`src/rtl/rv32_pkg.sv`:
```
// Shared RV32 pipeline definitions: the canonical NOP encoding and the
// {pc, instr} pair that travels from fetch into IF/ID.
package rv32_pkg;

  localparam logic [31:0] RV32_NOP = 32'h0000_0013;

  typedef struct packed {
    logic [31:0] pc;
    logic [31:0] instr;
  } fetch_entry_t;

endpackage

```
`src/rtl/fetch_fifo.sv`:
```
// Synchronous FIFO with push/pop/clear and an occupancy count; dout shows
// the head entry combinationally. DEPTH must be a power of two.
module fetch_fifo #(
  parameter int DEPTH = 4,
  parameter int WIDTH = 32
) (
  input  logic                     clk,
  input  logic                     rstn,
  input  logic                     push,
  input  logic                     pop,
  input  logic                     clear,
  input  logic [WIDTH-1:0]         din,
  output logic [WIDTH-1:0]         dout,
  output logic [$clog2(DEPTH):0]   count
);

  localparam int AW = $clog2(DEPTH);
  localparam int CW = AW + 1;

  logic [WIDTH-1:0] mem [DEPTH];
  logic [AW-1:0]    rd_ptr;
  logic [AW-1:0]    wr_ptr;
  logic             do_push;
  logic             do_pop;

  assign do_push = push && (count < CW'(DEPTH));
  assign do_pop  = pop && (count != '0);
  assign dout    = mem[rd_ptr];

  // Pointers wrap naturally because DEPTH is a power of two; clear beats push/pop.
  always_ff @(posedge clk or negedge rstn) begin
    if (!rstn) begin
      rd_ptr <= '0;
      wr_ptr <= '0;
      count  <= '0;
    end else if (clear) begin
      rd_ptr <= '0;
      wr_ptr <= '0;
      count  <= '0;
    end else begin
      if (do_push) wr_ptr <= wr_ptr + AW'(1);
      if (do_pop)  rd_ptr <= rd_ptr + AW'(1);
      count <= count + CW'(do_push) - CW'(do_pop);
    end
  end

  always_ff @(posedge clk) begin
    if (do_push && !clear) mem[wr_ptr] <= din;
  end

endmodule

```
`src/rtl/fetch_stage.sv`:
```
// RV32I instruction-fetch stage: PC, imem request/response tracking, fetch
// buffer and IF/ID register. Define FETCH_PERF_CNT_EN to add perf counters.
module fetch_stage #(
  parameter logic [31:0] RESET_PC   = 32'h0000_0000,
  parameter int          FIFO_DEPTH = 4
) (
  input  logic        clk,
  input  logic        rstn,
  input  logic        stall,
  input  logic        flush,
  input  logic [31:0] branch_target,
  output logic        imem_req,
  output logic [31:0] imem_addr,
  input  logic        imem_gnt,
  input  logic        imem_rvalid,
  input  logic [31:0] imem_rdata,
  output logic        if_id_valid,
  output logic [31:0] if_id_pc,
  output logic [31:0] if_id_instr
`ifdef FETCH_PERF_CNT_EN
  ,
  output logic [31:0] perf_stall_cycles,
  output logic [31:0] perf_flushed_insts
`endif
);

  import rv32_pkg::*;

  localparam int CW  = $clog2(FIFO_DEPTH) + 1;
  localparam int CW1 = CW + 1;
  localparam int EW  = $bits(fetch_entry_t);

  logic [31:0]   pc_q;
  logic [31:0]   redirect_pc;
  logic [31:0]   pend_pc;
  logic [CW-1:0] out_cnt;
  logic [CW-1:0] drop_cnt;
  logic [CW-1:0] fifo_cnt;
  logic [CW-1:0] pend_cnt;
  logic [CW:0]   credit_used;
  logic          grant;
  logic          rvalid_ok;
  logic          dropping;
  logic          buf_push;
  logic          buf_pop;
  fetch_entry_t  buf_in;
  fetch_entry_t  buf_head;
  logic [EW-1:0] buf_dout;
  logic          valid_q;
  logic [31:0]   pc_id_q;
  logic [31:0]   instr_q;

  assign redirect_pc = branch_target & 32'hFFFF_FFFC;
  assign credit_used = {1'b0, out_cnt} + {1'b0, fifo_cnt};
  // Requests are held off during reset so nothing is granted before state is valid.
  assign imem_req    = rstn && !flush && (credit_used < CW1'(FIFO_DEPTH));
  assign imem_addr   = pc_q;
  assign grant       = imem_req && imem_gnt;
  assign rvalid_ok   = imem_rvalid && (out_cnt != '0);
  assign dropping    = rvalid_ok && (drop_cnt != '0);
  assign buf_push    = rvalid_ok && !dropping && !flush;
  assign buf_pop     = !flush && !stall && (fifo_cnt != '0);
  assign buf_in      = '{pc: pend_pc, instr: imem_rdata};
  assign buf_head    = buf_dout;

  fetch_fifo #(.DEPTH(FIFO_DEPTH), .WIDTH(32)) u_pend_q (
    .clk   (clk),
    .rstn  (rstn),
    .push  (grant),
    .pop   (rvalid_ok),
    .clear (1'b0),
    .din   (pc_q),
    .dout  (pend_pc),
    .count (pend_cnt)
  );

  fetch_fifo #(.DEPTH(FIFO_DEPTH), .WIDTH(EW)) u_fetch_buf (
    .clk   (clk),
    .rstn  (rstn),
    .push  (buf_push),
    .pop   (buf_pop),
    .clear (flush),
    .din   (buf_in),
    .dout  (buf_dout),
    .count (fifo_cnt)
  );

  // Responses already marked for dropping are still part of out_cnt, so after a
  // flush everything still outstanding is exactly what must be discarded.
  always_ff @(posedge clk or negedge rstn) begin
    if (!rstn) begin
      pc_q     <= RESET_PC;
      out_cnt  <= '0;
      drop_cnt <= '0;
    end else begin
      out_cnt <= out_cnt + CW'(grant) - CW'(rvalid_ok);
      if (flush) begin
        pc_q     <= redirect_pc;
        drop_cnt <= out_cnt - CW'(rvalid_ok);
      end else begin
        if (grant)    pc_q     <= pc_q + 32'd4;
        if (dropping) drop_cnt <= drop_cnt - CW'(1);
      end
    end
  end

  always_ff @(posedge clk or negedge rstn) begin
    if (!rstn) begin
      valid_q <= 1'b0;
      pc_id_q <= '0;
      instr_q <= RV32_NOP;
    end else if (flush) begin
      valid_q <= 1'b0;
    end else if (!stall) begin
      if (buf_pop) begin
        valid_q <= 1'b1;
        pc_id_q <= buf_head.pc;
        instr_q <= buf_head.instr;
      end else begin
        valid_q <= 1'b0;
      end
    end
  end

  assign if_id_valid = valid_q;
  assign if_id_pc    = pc_id_q;
  assign if_id_instr = valid_q ? instr_q : RV32_NOP;

`ifdef FETCH_PERF_CNT_EN
  localparam int PW = CW + 2;

  logic [PW-1:0] flushed_now;
  logic [32:0]   flushed_sum;

  // A response arriving in the flush cycle with nothing to drop dies with the buffer.
  always_comb begin
    flushed_now = PW'(dropping);
    if (flush) begin
      flushed_now = flushed_now + PW'(fifo_cnt) + PW'(valid_q) + PW'(rvalid_ok && !dropping);
    end
  end

  assign flushed_sum = {1'b0, perf_flushed_insts} + 33'(flushed_now);

  always_ff @(posedge clk or negedge rstn) begin
    if (!rstn) begin
      perf_stall_cycles  <= '0;
      perf_flushed_insts <= '0;
    end else begin
      if (stall && (perf_stall_cycles != '1)) perf_stall_cycles <= perf_stall_cycles + 32'd1;
      perf_flushed_insts <= flushed_sum[32] ? '1 : flushed_sum[31:0];
    end
  end
`endif

  a_rvalid_outstanding: assert property (@(posedge clk) disable iff (!rstn)
    imem_rvalid |-> (out_cnt != '0));
  a_buf_push_not_full: assert property (@(posedge clk) disable iff (!rstn)
    buf_push |-> (fifo_cnt < CW'(FIFO_DEPTH)));
  a_pend_tracks_out: assert property (@(posedge clk) disable iff (!rstn)
    pend_cnt == out_cnt);

endmodule

```
`config.mk`:
```
export PLATFORM = sky130hd
export DESIGN_NAME = fetch_stage
export DESIGN_NICKNAME = d
export VERILOG_FILES = /design/src/rtl/rv32_pkg.sv /design/src/rtl/fetch_fifo.sv /design/src/rtl/fetch_stage.sv
export SDC_FILE = /design/constraint.sdc
export NUM_CORES = 1
export LEC_CHECK = 0
export CAP_MARGIN = 20
export CORE_MARGIN = 10
export CORE_UTILIZATION = 45
export CTS_CLUSTER_SIZE = 8
export DETAILED_ROUTE_END_ITERATION = 7
export GPL_TIMING_DRIVEN = 1
export SYNTH_ARGS = -nofsm -noshare
export SYNTH_HDL_FRONTEND = slang
export SYNTH_SLANG_ARGS = --single-unit
```
`constraint.sdc`:
```
create_clock -name clk -period 4.3 [get_ports clk]
set_input_delay 0.86 -clock clk [delete_from_list [all_inputs] [get_ports clk]]
set_output_delay 0.86 -clock clk [all_outputs]
set_load 0.05 [all_outputs]
```
# ---- Word level (Yosys, flattened, before mapping)
# Memories as Yosys holds them, arrays and structs flattened. A register that Yosys moved wholly into a read port is not among the register bits.
# Cells that the tools add are included.
dict set report totals {
  reg_bits 53
  ram_bits 384
  in_bits 70
  out_inout_bits 98
  elab_cells 76
  memories 2
}
# name words width rd rd_clocked_by_memory_dff write_ports line_no
set mem_list {}
lappend mem_list {u_fetch_buf.mem 4 64 1 1 1 fetch_fifo.sv:20} ;# logic [WIDTH-1:0] mem [DEPTH];
lappend mem_list {u_pend_q.mem 4 32 1 0 1 fetch_fifo.sv:20}
dict set report op_classes {
  n_addsub 14
  n_lt_le_gt_ge 3
  eq_ne 1
  mux 17
  bitwise 2
  n_reduce_logical 27
}
# operator count
set op_table {}
lappend op_table {{32-bit 2-to-1 mux} 3}
lappend op_table {{32-bit by 3-bit adder with 32-bit output, second input constant} 1}
lappend op_table {{1-bit logical AND} 14}
lappend op_table {{3-bit nonzero test} 4}
lappend op_table {{3-bit by 1-bit subtractor with 3-bit output} 4}
lappend op_table {{3-bit by 1-bit adder with 3-bit output} 3}
lappend op_table {{3-bit 2-to-1 mux} 3}
lappend op_table {{2-bit by 1-bit adder with 2-bit output, second input constant} 4}
lappend op_table {{2-bit 2-to-1 mux} 4}
lappend op_table {{2-bit nonzero test} 4}
lappend op_table {{1-bit 2-to-1 mux} 7}
lappend op_table {{3-bit < comparator, second input constant} 2}
lappend op_table {{3-bit by 3-bit adder with 4-bit output} 1}
lappend op_table {{1-bit zero test} 4}
lappend op_table {{4-bit by 3-bit < comparator with 1-bit output, second input constant} 1}
lappend op_table {{3-bit AND reduction} 1}
lappend op_table {{3-bit by 1-bit subtractor with 3-bit output, second input constant} 1}
lappend op_table {{2-bit by 1-bit != test with 1-bit output, second input constant} 1}
lappend op_table {{1-bit inverter} 2}

# ---- Logic depth before layout (Yosys ltp)
# Gate-level depths: netlist (run 1).
dict set report logic_depth {
  word_depth 10
  ltp_mapped 12
}

# ---- Modules after synthesis
# A second synthesis (run 1) with hierarchy kept.
dict set report unflattened {
  cells_unflattened 1151
  area_unflattened_um2 19710.2
}
# module instances cells_per_inst area_per_inst_um2
set by_module_without_submodules {}
lappend by_module_without_submodules {{fetch_fifo at u_fetch_buf} 1 374 9658.0}
lappend by_module_without_submodules {{fetch_fifo at u_pend_q} 1 208 5093.6}
lappend by_module_without_submodules {fetch_stage 1 569 4958.5}

# ---- Least setup slack after synthesis (run 1)
# OpenSTA, ideal clock, no wires.
dict set report synth_path {
  path_kind {in2reg}
  startpoint {in flush}
  endpoint {mem u_fetch_buf.mem[0][0] (netlist bit), enable pin}
  arrival_time_ns 3.117
  t_required_ns 3.874
  path_slack_ns 0.757
  stages 3
  cell_sequence {clkbuf_1 -> nor4_2 -> and2_1}
}
dict set report synth_between {
  elab_chain_cells 6
}
# item line_no
set synth_lines {}
lappend synth_lines {{start: declaration} fetch_stage.sv:10} ;# input logic flush,
lappend synth_lines {{1-bit zero test (*)} {fetch_fifo.sv:48, fetch_stage.sv:61}}
lappend synth_lines {{1-bit logical AND} fetch_stage.sv:61} ;# assign buf_push = rvalid_ok && !dropping && !flush;
lappend synth_lines {{1-bit logical AND} fetch_fifo.sv:26} ;# assign do_push = push && (count < CW'(DEPTH));
lappend synth_lines {{1-bit logical AND (*)} fetch_fifo.sv:48} ;# if (do_push && !clear) mem[wr_ptr] <= din;
lappend synth_lines {{1-bit 2-to-1 mux (*)} fetch_fifo.sv:48}
lappend synth_lines {{1-bit 2-to-1 mux (implied by the code) (*)} fetch_fifo.sv:48}
lappend synth_lines {{end: declaration} fetch_fifo.sv:20}
# Every way passes the cells marked *; elsewhere a longest branch is shown, timed or not.

# ---- Worst setup path in the final report (run 1)
dict set report layout_path {
  startpoint {reg valid_q (netlist: if_id_valid)}
  endpoint {out if_id_instr[3]}
}
dict set report layout_between {
  elab_chain_cells 1
}
# item line_no
set layout_lines {}
lappend layout_lines {{start: declaration} fetch_stage.sv:49} ;# logic valid_q;
lappend layout_lines {{start signal: assignment} fetch_stage.sv:109} ;# valid_q <= 1'b0;
lappend layout_lines {{start signal: assignment} fetch_stage.sv:113} ;# valid_q <= 1'b0;
lappend layout_lines {{start signal: assignment} fetch_stage.sv:116} ;# valid_q <= 1'b1;
lappend layout_lines {{32-bit 2-to-1 mux} fetch_stage.sv:127} ;# assign if_id_instr = valid_q ? instr_q : RV32_NOP;
lappend layout_lines {{end: declaration} fetch_stage.sv:19} ;# output logic [31:0] if_id_instr
# Every way passes these cells.

==> summary.md, run 1 <==
| Metric | Value |
|---|---|
| Status | `finished clean` |
| Most common cell after layout, fill and taps aside | `edfxtp_1` |
| Hold Path Class | `primary input to asynchronous set/reset pin` |
| Seq cells post-synth | `481` |
| Final min period | `3120 ps` |
| Nets | `1301` |
| Setup TNS | `0 ps` |
| Slowest-stage cell, CP | `clkdlybuf4s50_1` |
| Post-Route Skew | `15.2 ps` |
| Clk sink count | `481` |
| Power Total | `14.6 mW` |
| Sequential-to-total area share from yosys stat | `73.4%` |
| Core ar. | `0.0418 mm²` |
| Antenna Nets Post-Route | `0` |
| First-pass GRT wire length | `60.7 mm` |
| CTS tree | `done` |
| WP buf/inv | `2` |
| Clk slew on worst S/H paths | `50 ps` |
| Rel. slew slack | `31.8%` |
| Final std cells w/o fill | `1801` |
| Die ar. | `0.0506 mm²` |
| Clock Tree Buf Depth | `3` |
| Die height | `225 µm` |
| Static Leak | `8.00 nW` |
| Comb pwr share | `22.6%` |
| Upper clock frequency limit | `321 MHz` |
| Post-DR vias/cell | `5.41` |
| Sequential power share | `43.0%` |
| Die W | `225 µm` |
| Drt total wl | `39.1 mm` |
| Cts hold-fix bufs | `0` |
| Layout cells sized above 1 | `22.5%` |
| Ys flop type | `edfxtp_1` |
| Htree depth | `3` |
| Post-DP HPWL | `23.5 mm` |
| Switch Pwr | `4.23 mW` |
| Avg Inst Size Synth | `19.1 µm²` |
| Post-synth EDFFs | `368` |
| Ys async rst share | `23.5%` |
| CP max FO | `33` |
| RSZ-0062 raised after global routing | `false` |
| Yosys cell types | `53` |
| Number of placed cells counting well taps | `1673` |
| Final-report max-slew violation count | `0` |
| Pin count of the biggest net entering global routing | `72` |
| Biggest cell delay along the critical path | `820 ps` |
| Number of I/O pins | `168` |
| Final setup viols | `0` |
| # DRC | `0` |
| Pwr Density | `626 mW/mm²` |
| Sw Ratio | `29.0%` |
| Main area contributors after synthesis | `edfxtp_1 58%, dfrtp_1 15%, mux4_2 11%` |
| Fin. Hold Viols | `0` |
| Vias | `9742` |
| Worst slew pin tran | `1020 ps` |
| Largest area contributor in the netlist | `edfxtp_1` |
| Root Driver | `clkbuf_16` |
| Total CTS buffers | `70` |
| WP data required | `3440 ps` |
| Starting Density | `45.3%` |
| GPL Wtd Cong | `0.776` |
| Peak VDD IR | `0.259 mV` |
| CP Launch Type | `register` |
| Finished Cell Area | `0.0233 mm²` |
| Layout filler cell count | `3286` |
| Yosys top cell area share | `58.5%` |
| Placed Area | `0.0212 mm²` |
| Routed WL per cell | `21.7 µm` |
| Max-Cap Viols | `0` |
| CP cell instances | `buf_4, and2_1, clkdlybuf4s50_1` |
| # rows | `75` |
| Post_cts resized | `0` |
| Detailed Routing Iterations Pass 1 | `6` |
| Internal power | `10.4 mW` |
| Synth Cell Area | `0.0189 mm²` |
| Synthesized instance count | `990` |
| IO buf count | `161` |
| DRT iter0 DRCs | `608` |
| All-Layer GR Usage | `15.6%` |
| Number of setup buffers added after CTS | `0` |
| Vias in the first global route | `10400` |
| Clk_lat worst skew | `570 ps` |
| Crit share post-route | `72.5%` |
| Clock power frac | `34.4%` |
| Critical path arrival | `2260 ps` |
| Most frequent cells in the layout | `368 x edfxtp_1, 158 x clkdlybuf4s50_1, 106 x dfrtp_1` |
| Critical path class | `register to output pin` |
| Family with the most delay on the worst path | `buffers and inverters` |
| Area delta synth->final | `23.1%` |
| Synth warn | `0` |
| Initial antenna violation count | `2` |
| Worst setup EP type | `output pin` |
| Total gr overflow | `0` |
-- final timing paths --
check	slack [ps]	start	end	cells after the start
max in group asynchronous	2640	rstn	imem_addr[3]	4
worst max-delay path	1180	if_id_valid	if_id_instr[3]	3
worst min-delay path	480	rstn	if_id_pc[12]	2
worst min register to register	500	instr_q[6]	instr_q[6]	1
min in group clk	500	instr_q[6]	instr_q[6]	1
worst max register to register	1620	out_cnt[2]	u_pend_q.count[2]	10
-- routing by layer --
metal / global-route usage [%] / vias up / wire length, µm
met5: 0 / - / 26
met4: 5.11 / 4 / 702
met3: 4.01 / 58 / 2500
met2: 25.1 / 241 / 18900
met1: 20.5 / 5074 / 17000
li1: - / 4365 / -
-- kinds of logic after synthesis --
group	Yosys count	synth area share, %
flip-flops	481	73.4
other	1	0.0198
XOR/XNOR	13	0.602
adder cells (fa/ha/maj)	24	1.71
multiplexers	157	14.8
AND/OR/NAND/NOR	181	5.35
AO/OA/AOI/OAI	63	2.33
buffers and inverters	70	1.73
-- through the flow --
stage | util [%] | hold slack (ps) | worst slack, ps
6_report | 55.7 | 476 | 1180
5_1_grt | 55.7 | 505 | 1080
4_1_cts | 55.7 | 495 | 1130
3_5_place_dp | 50.8 | 488 | 1140
3_3_place_gp | 50.8 | 483 | 1170
2_1_floorplan | - | 468 | 757
-- power groups by stage --
stage	sequential, mW	combinational (mW)	clock, mW
finish	6.27	3.29	5.02
global route	6.37	3.52	5.36
CTS	6.30	3.35	5.16
detailed placement	6.38	3.34	0
global placement	6.36	3.28	0
floorplan	6.70	1.84	0
-- cells in the mapped netlist (2+ instances only) --
master	instances
and3_1	4
nand3_1	15
buf_4	11
mux4_2	92
nor3_1	10
inv_1	23
nand2_1	42
xor2_1	4
a31oi_1	3
a21o_1	2
and2_1	38
a21oi_1	4
clkbuf_1	18
nand3b_1	8
dfstp_2	3
a22oi_1	4
nand3_2	3
nor2b_1	11
xnor2_1	9
or3_1	3
o21ai_0	21
nor4_1	3
mux2_2	62
nand4_1	8
dfrtp_1	110
o311ai_0	8
o211ai_1	8
buf_2	13
buf_1	3
fa_1	3
nand2b_1	6
nor2_1	21
edfxtp_1	368
nor3b_1	2
mux2i_1	3
ha_1	21
a221o_1	7
-- sequential cells by signal (all words and copies together) (netlist names) --
signal	count
instr_q	32
if_id_valid	1
u_pend_q.count	3
out_cnt	3
imem_addr	30
u_fetch_buf.rd_ptr	2
drop_cnt	3
u_fetch_buf.mem	248
u_pend_q.wr_ptr	2
if_id_pc	30
u_fetch_buf.count	3
u_fetch_buf.wr_ptr	2
u_pend_q.mem	120
u_pend_q.rd_ptr	2
-- final cells by class --
cell class	count	area (µm²)	area share, %
timing repair buffer	188	1860	8.00
multi-input combinational	442	4710	20.2
sequential	481	13900	59.7
clock inverter	5	43.8	0.188
tap	539	674	2.90
clock buffer	121	2010	8.62
antenna	1	2.50	0.0107
inverter	24	90.1	0.387
-- worst reg2reg max path, delay by kind of cell (launching register included) --
kind                       cells  cell delay [ps]
xor gates and xnor gates       2              270
adders and majority gates      3              910
buffers and inverters          2              120
DFF                            1              440
and+or+nand+nor                3              830
Note: power is estimated with default switching activity, not from simulation.
==> run 2: changes to the inputs <==
Clock period 4.3 ns to 3 ns, I/O delays scaled along.
==> summary.md, run 2 (same netlist as run 1, synthesis figures left out) <==
| Metric | Value |
|---|---|
| Status | `finished clean` |
| Final std cells w/o fill | `1805 (+0.22%)` |
| Hold Path Class | `primary input to asynchronous set/reset pin` |
| Total CTS buffers | `70 (unchanged)` |
| Largest reg by FF count | `u_fetch_buf.mem` |
| Nets | `1306 (+0.38%)` |
| Rel. slew slack | `51.1% (+19 points)` |
| Starting Density | `45.3% (unchanged)` |
| Die height | `225 µm (unchanged)` |
| Clk slew on worst S/H paths | `40 ps (about the same)` |
| Final setup viols | `0 (unchanged)` |
| Clock Tree Buf Depth | `3 (unchanged)` |
| Pwr Density | `895 mW/mm² (+43%)` |
| DRT iter0 DRCs | `566 (-6.9%)` |
| IO buf count | `161 (unchanged)` |
| All-Layer GR Usage | `15.7% (+0.082 points)` |
| Initial antenna violation count | `0 (-2)` |
| Peak VDD IR | `0.423 mV (+63%)` |
| Max-Cap Viols | `0 (unchanged)` |
| GPL Wtd Cong | `0.738 (-4.9%)` |
| Number of placed cells counting well taps | `1679 (+0.36%)` |
| # DRC | `0 (unchanged)` |
| Antenna Nets Post-Route | `0 (unchanged)` |
| Upper clock frequency limit | `346 MHz` |
| Die ar. | `0.0506 mm² (unchanged)` |
| CP Launch Type | `register` |
| Total gr overflow | `0 (unchanged)` |
| Most common cell after layout, fill and taps aside | `edfxtp_1` |
| RSZ-0062 raised after global routing | `false` |
| Layout cells sized above 1 | `22.8% (+0.32 points)` |
| Core ar. | `0.0418 mm² (unchanged)` |
| Post-DP HPWL | `23.2 mm (-1.5%)` |
| Root Driver | `clkbuf_16` |
| Final-report max-slew violation count | `0 (unchanged)` |
| Slowest-stage cell, CP | `clkdlybuf4s50_1` |
| Setup TNS | `0 ps (unchanged)` |
| Number of I/O pins | `168 (unchanged)` |
| Clk_lat worst skew | `570 ps (about the same)` |
| CTS tree | `done` |
| Post-DR vias/cell | `5.35 (-1.1%)` |
| Most frequent cells in the layout | `368 x edfxtp_1, 156 x clkdlybuf4s50_1, 107 x dfrtp_1` |
| Clk sink count | `481 (unchanged)` |
| # rows | `75 (unchanged)` |
| Post-Route Skew | `19.4 ps (+4.19 ps)` |
| Critical path class | `register to output pin` |
| Layout filler cell count | `3201 (-2.6%)` |
| Routed WL per cell | `21.5 µm (-0.88%)` |
| Vias in the first global route | `10200 (-1.7%)` |
| Worst setup EP type | `output pin` |
| Biggest cell delay along the critical path | `820 ps (about the same)` |
| Area delta synth->final | `23.9%` |
| Max reg flops | `248 (unchanged)` |
| Vias | `9661 (-0.83%)` |
| Static Leak | `8.07 nW (+0.98%)` |
| WP buf/inv | `2 (unchanged)` |
| Family with the most delay on the worst path | `buffers and inverters` |
| WP data required | `2400 ps (-1040 ps)` |
| First-pass GRT wire length | `60.9 mm (+0.23%)` |
| Top flop regs | `u_fetch_buf.mem x248, u_pend_q.mem x120, instr_q x32` |
| Die W | `225 µm (unchanged)` |
| Drt total wl | `38.9 mm (-0.66%)` |
| Critical path arrival | `2290 ps (+30 ps)` |
| Detailed Routing Iterations Pass 1 | `4 (-2)` |
| Htree depth | `3 (unchanged)` |
| CP max FO | `33 (unchanged)` |
| Fin. Hold Viols | `0 (unchanged)` |
| Final min period | `2890 ps` |
| Crit share post-route | `96.3%` |
| Worst slew pin tran | `731 ps (-292 ps)` |
| CP cell instances | `buf_4, and2_1, clkdlybuf4s50_1` |
| Pin count of the biggest net entering global routing | `114 (+58%)` |
run 2: cell types whose count changed in the layout (fill, tap and decap cells not counted):
cell             delta
clkinv_8            +1
buf_4               -2
dlymetal6s2s_1      +1
dfrtp_1             +1
buf_16              -1
inv_6               -2
clkbuf_1            -1
buf_12              +9
dfrtp_2             -1
clkbuf_16           +1
clkdlybuf4s50_1     -2
run 2: final timing paths:
| check | startpoint | endpoint | slack, ps | cells past startpoint |
|---|---|---|---|---|
| setup / recovery | if_id_valid | if_id_instr[10] | 110 | 3 |
| hold reg to reg | instr_q[22] | instr_q[22] | 500 | 1 |
| hold / removal | rstn | instr_q[17] | 220 | 2 |
| setup reg to reg | out_cnt[2] | out_cnt[2] | 440 | 10 |
| max in group asynchronous | rstn | u_pend_q.rd_ptr[0] | 2180 | 2 |
| min in group clk | flush | u_fetch_buf.count[1] | 390 | 2 |
run 2: repair_timing:
action | CTS | global route
resized for setup | 0 | 1
endpoints found under the setup margin | 0 | 1
buffers inserted | 0 | 0
hold buffers | 0 | 0
run 2: area by class of cell:
type                       instances  area, µm²  share of cell area [%]
clock inverter                     4       42.5                   0.182
antenna                            1       2.50                  0.0107
clock buffer                     121       2030                    8.66
tap                              539        674                    2.88
inverter                          24       90.1                   0.385
multi-input combinational        442       4710                    20.1
timing repair buffer             193       1990                    8.50
sequential                       481      13900                    59.3
run 2: worst register-to-register path: cells and delay by family, from the launching register on:
kind / cells / cell delay, ps
buffers and inverters: 3 / 190
xor gates and xnor gates: 1 / 140
and+or+nand+nor: 2 / 600
adders and majority gates: 4 / 1080
DFF: 1 / 430
run 2: power by group:
part,switching [mW],internal (mW),leakage (nW),total (mW)
sequential,0.676,8.22,4.68,8.89
clock,2.65,4.55,0.987,7.20
combinational,2.70,2.17,2.40,4.87
run 2: through the flow:
step                      power (mW)  setup WS [ps]  cell area [µm²]  hold WS (ps)  util (%)
final                           21.0            112            23400           222      56.1
after global routing            22.0           13.3            23400           275      56.1
after CTS                       21.3           43.3            23400           252      56.1
after detailed placement        14.0            167            21400           490      51.1
after global placement          13.9            183            21400           483      51.1
after floorplan                 12.2            215            18900           304         -
run 2: routing by layer:
metal  share of wire (%)  up-vias  GRT usage [%]
met4                 1.4        0           4.78
met1                  46     5006           21.4
met2                  48      248           24.8
met5                   0        -              0
li1                    -     4367              -
met3                 5.3       40           3.63
==> run 3: changes to the inputs <==
Settings changed: CORE_MARGIN 10 to 3.
==> summary.md, run 3 (same netlist as run 1, synthesis figures left out) <==
| Metric | Value |
|---|---|
| Initial antenna violation count | `0 (unchanged)` |
| Die height | `211 µm (-6.2%)` |
| Fin. Hold Viols | `0 (unchanged)` |
| Setup TNS | `0 ps (unchanged)` |
| Worst R2R End | `u_pend_q.count[2]` |
| Rel. slew slack | `57.7% (+6.6 points)` |
| CP max FO | `33 (unchanged)` |
| Total gr overflow | `0 (unchanged)` |
| Vias in the first global route | `10300 (+1.4%)` |
| Worst setup margin | `126 ps (+14.6 ps)` |
| Clk_lat worst skew | `570 ps (about the same)` |
| CP startpoint | `if_id_valid` |
| R2r setup slk | `480 ps (+40 ps)` |
| Layout filler cell count | `3158 (-1.3%)` |
| Largest reg by FF count | `u_fetch_buf.mem` |
| RSZ-0062 raised after global routing | `false` |
| Post_cts resized | `0 (unchanged)` |
| Worst hold slack | `230 ps (+8.09 ps)` |
| Total CTS buffers | `70 (unchanged)` |
| Pwr Density | `893 mW/mm² (-0.18%)` |
| Clk slew on worst S/H paths | `50 ps (about the same)` |
| Most frequent cells in the layout | `368 x edfxtp_1, 136 x clkdlybuf4s50_1, 107 x dfrtp_1` |
| Static Leak | `8.29 nW (+2.7%)` |
| R2r worst-path depth | `9 (-1)` |
| Post-DP HPWL | `22.9 mm (-1.1%)` |
| Detailed Routing Iterations Pass 1 | `5 (+1)` |
| Pin count of the biggest net entering global routing | `81 (-29%)` |
| CP Launch Type | `register` |
| DP Worst Slack | `220 ps (+53.3 ps)` |
| DRT iter0 DRCs | `557 (-1.6%)` |
| Die W | `211 µm (-6.2%)` |
| WP data required | `2400 ps (about the same)` |
| Placed Area | `0.0214 mm² (+0.18%)` |
| Antenna Nets Post-Route | `0 (unchanged)` |
| Finished Cell Area | `0.0235 mm² (+0.31%)` |
| Critical path arrival | `2270 ps (-20 ps)` |
| Root Driver | `clkbuf_16` |
| Starting Density | `45.9% (+0.61 points)` |
| Critical path class | `register to output pin` |
| Clk sink count | `481 (unchanged)` |
| Upper clock frequency limit | `348 MHz (+0.51%)` |
| Layout cells sized above 1 | `23.5% (+0.67 points)` |
| Diodes inserted | `0 (-1)` |
| Routed WL per cell | `21.1 µm (-2.1%)` |
| Number of I/O pins | `168 (unchanged)` |
| Final std cells w/o fill | `1799 (-0.33%)` |
| Footprint of the multi-input gates | `0.00471 mm² (+0.11%)` |
| Nets | `1305 (-0.077%)` |
| Number of setup buffers added after CTS | `0 (unchanged)` |
| Post-DR vias/cell | `5.41 (+1.0%)` |
| Number of placed cells counting well taps | `1671 (-0.48%)` |
| Final min period | `2870 ps (-14.6 ps)` |
| IO buf count | `161 (unchanged)` |
| Worst slew pin tran | `629 ps (-102 ps)` |
| Clock Tree Buf Depth | `3 (unchanged)` |
| Most common cell after layout, fill and taps aside | `edfxtp_1` |
| Max reg flops | `248 (unchanged)` |
| Final setup viols | `0 (unchanged)` |
| CP endpoint | `if_id_instr[28]` |
| Core ar. | `0.0412 mm² (-1.3%)` |
| Htree depth | `3 (unchanged)` |
| All-Layer GR Usage | `17.6% (+1.8 points)` |
| Vias | `9725 (+0.66%)` |
| Max-Cap Viols | `0 (unchanged)` |
| # rows | `74 (-1.3%)` |
| Area delta synth->final | `24.3%` |
| Final-report max-slew violation count | `0 (unchanged)` |
| Hold Path Class | `primary input to asynchronous set/reset pin` |
| Crit share post-route | `95.8% (-0.49 points)` |
| Drt total wl | `37.9 mm (-2.4%)` |
| Worst setup EP type | `output pin` |
| CTS tree | `done` |
| FF+latch area | `0.0139 mm² (unchanged)` |
| RR Startpoint | `out_cnt[1]` |
| Cts hold-fix bufs | `0 (unchanged)` |
| First-pass GRT wire length | `59.9 mm (-1.6%)` |
| Post-Route Skew | `20.1 ps (+0.656 ps)` |
| Status | `finished clean` |
| Die ar. | `0.0445 mm² (-12%)` |
| Top flop regs | `u_fetch_buf.mem x248, u_pend_q.mem x120, instr_q x32` |
| Peak VDD IR | `0.449 mV (+6.3%)` |
| # DRC | `0 (unchanged)` |
| GPL Wtd Cong | `0.817 (+11%)` |
## run 3: cell count changes in the layout (fill, tap and decap cells not counted), sizes merged
cell / delta
clkdlybuf4s50: -20
clkbuf: +3
diode: -1
buf: +9
dlymetal6s2s: +10
## run 3: worst min path at each step
stage | end | cells past startpoint | start
after floorplan | drop_cnt[0] | 0 | rstn
final | u_fetch_buf.wr_ptr[0] | 2 | rstn
after global placement | u_pend_q.rd_ptr[1] | 1 | u_pend_q.rd_ptr[1]
after CTS | if_id_pc[22] | 2 | rstn
after global routing | u_fetch_buf.wr_ptr[1] | 2 | rstn
after detailed placement | u_pend_q.rd_ptr[1] | 1 | u_pend_q.rd_ptr[1]
## run 3: metal layers
layer / vias to the layer above / track usage, % / routed length [µm]
met5: - / 0 / 0
met1: 5026 / 24.5 / 16900
li1: 4374 / - / -
met2: 254 / 28.4 / 18500
met3: 71 / 3.67 / 1730
met4: 0 / 5.15 / 739
## run 3: area by class of cell
cell class	instances	area share [%]
Tap cell	532	2.83
Timing Repair Buffer	192	8.76
Multi-Input combinational cell	442	20.1
Clock buffer	124	8.68
Inverter	24	0.383
Sequential cell	481	59.1
Clock inverter	4	0.181
## run 3: through the flow
step           total power, mW  utilization (%)
4_1_cts                   21.3             57.0
6_report                  21.0             57.0
5_1_grt                   22.0             57.0
3_5_place_dp              14.0             51.9
2_1_floorplan             12.2                -
3_3_place_gp              13.8             51.9
## run 3: power breakdown
group	total [mW]	switching [mW]	internal [mW]
Clock	7.26	2.68	4.57
Combinational	4.89	2.73	2.16
Sequential	8.84	0.626	8.22
Total	21.0	6.04	15.0
## run 3: worst max-delay path, cell delays in order (launching register included)
cell and delay [ps]:
dfrtp_1 360, buf_4 340, and2_1 180, clkdlybuf4s50_1 800
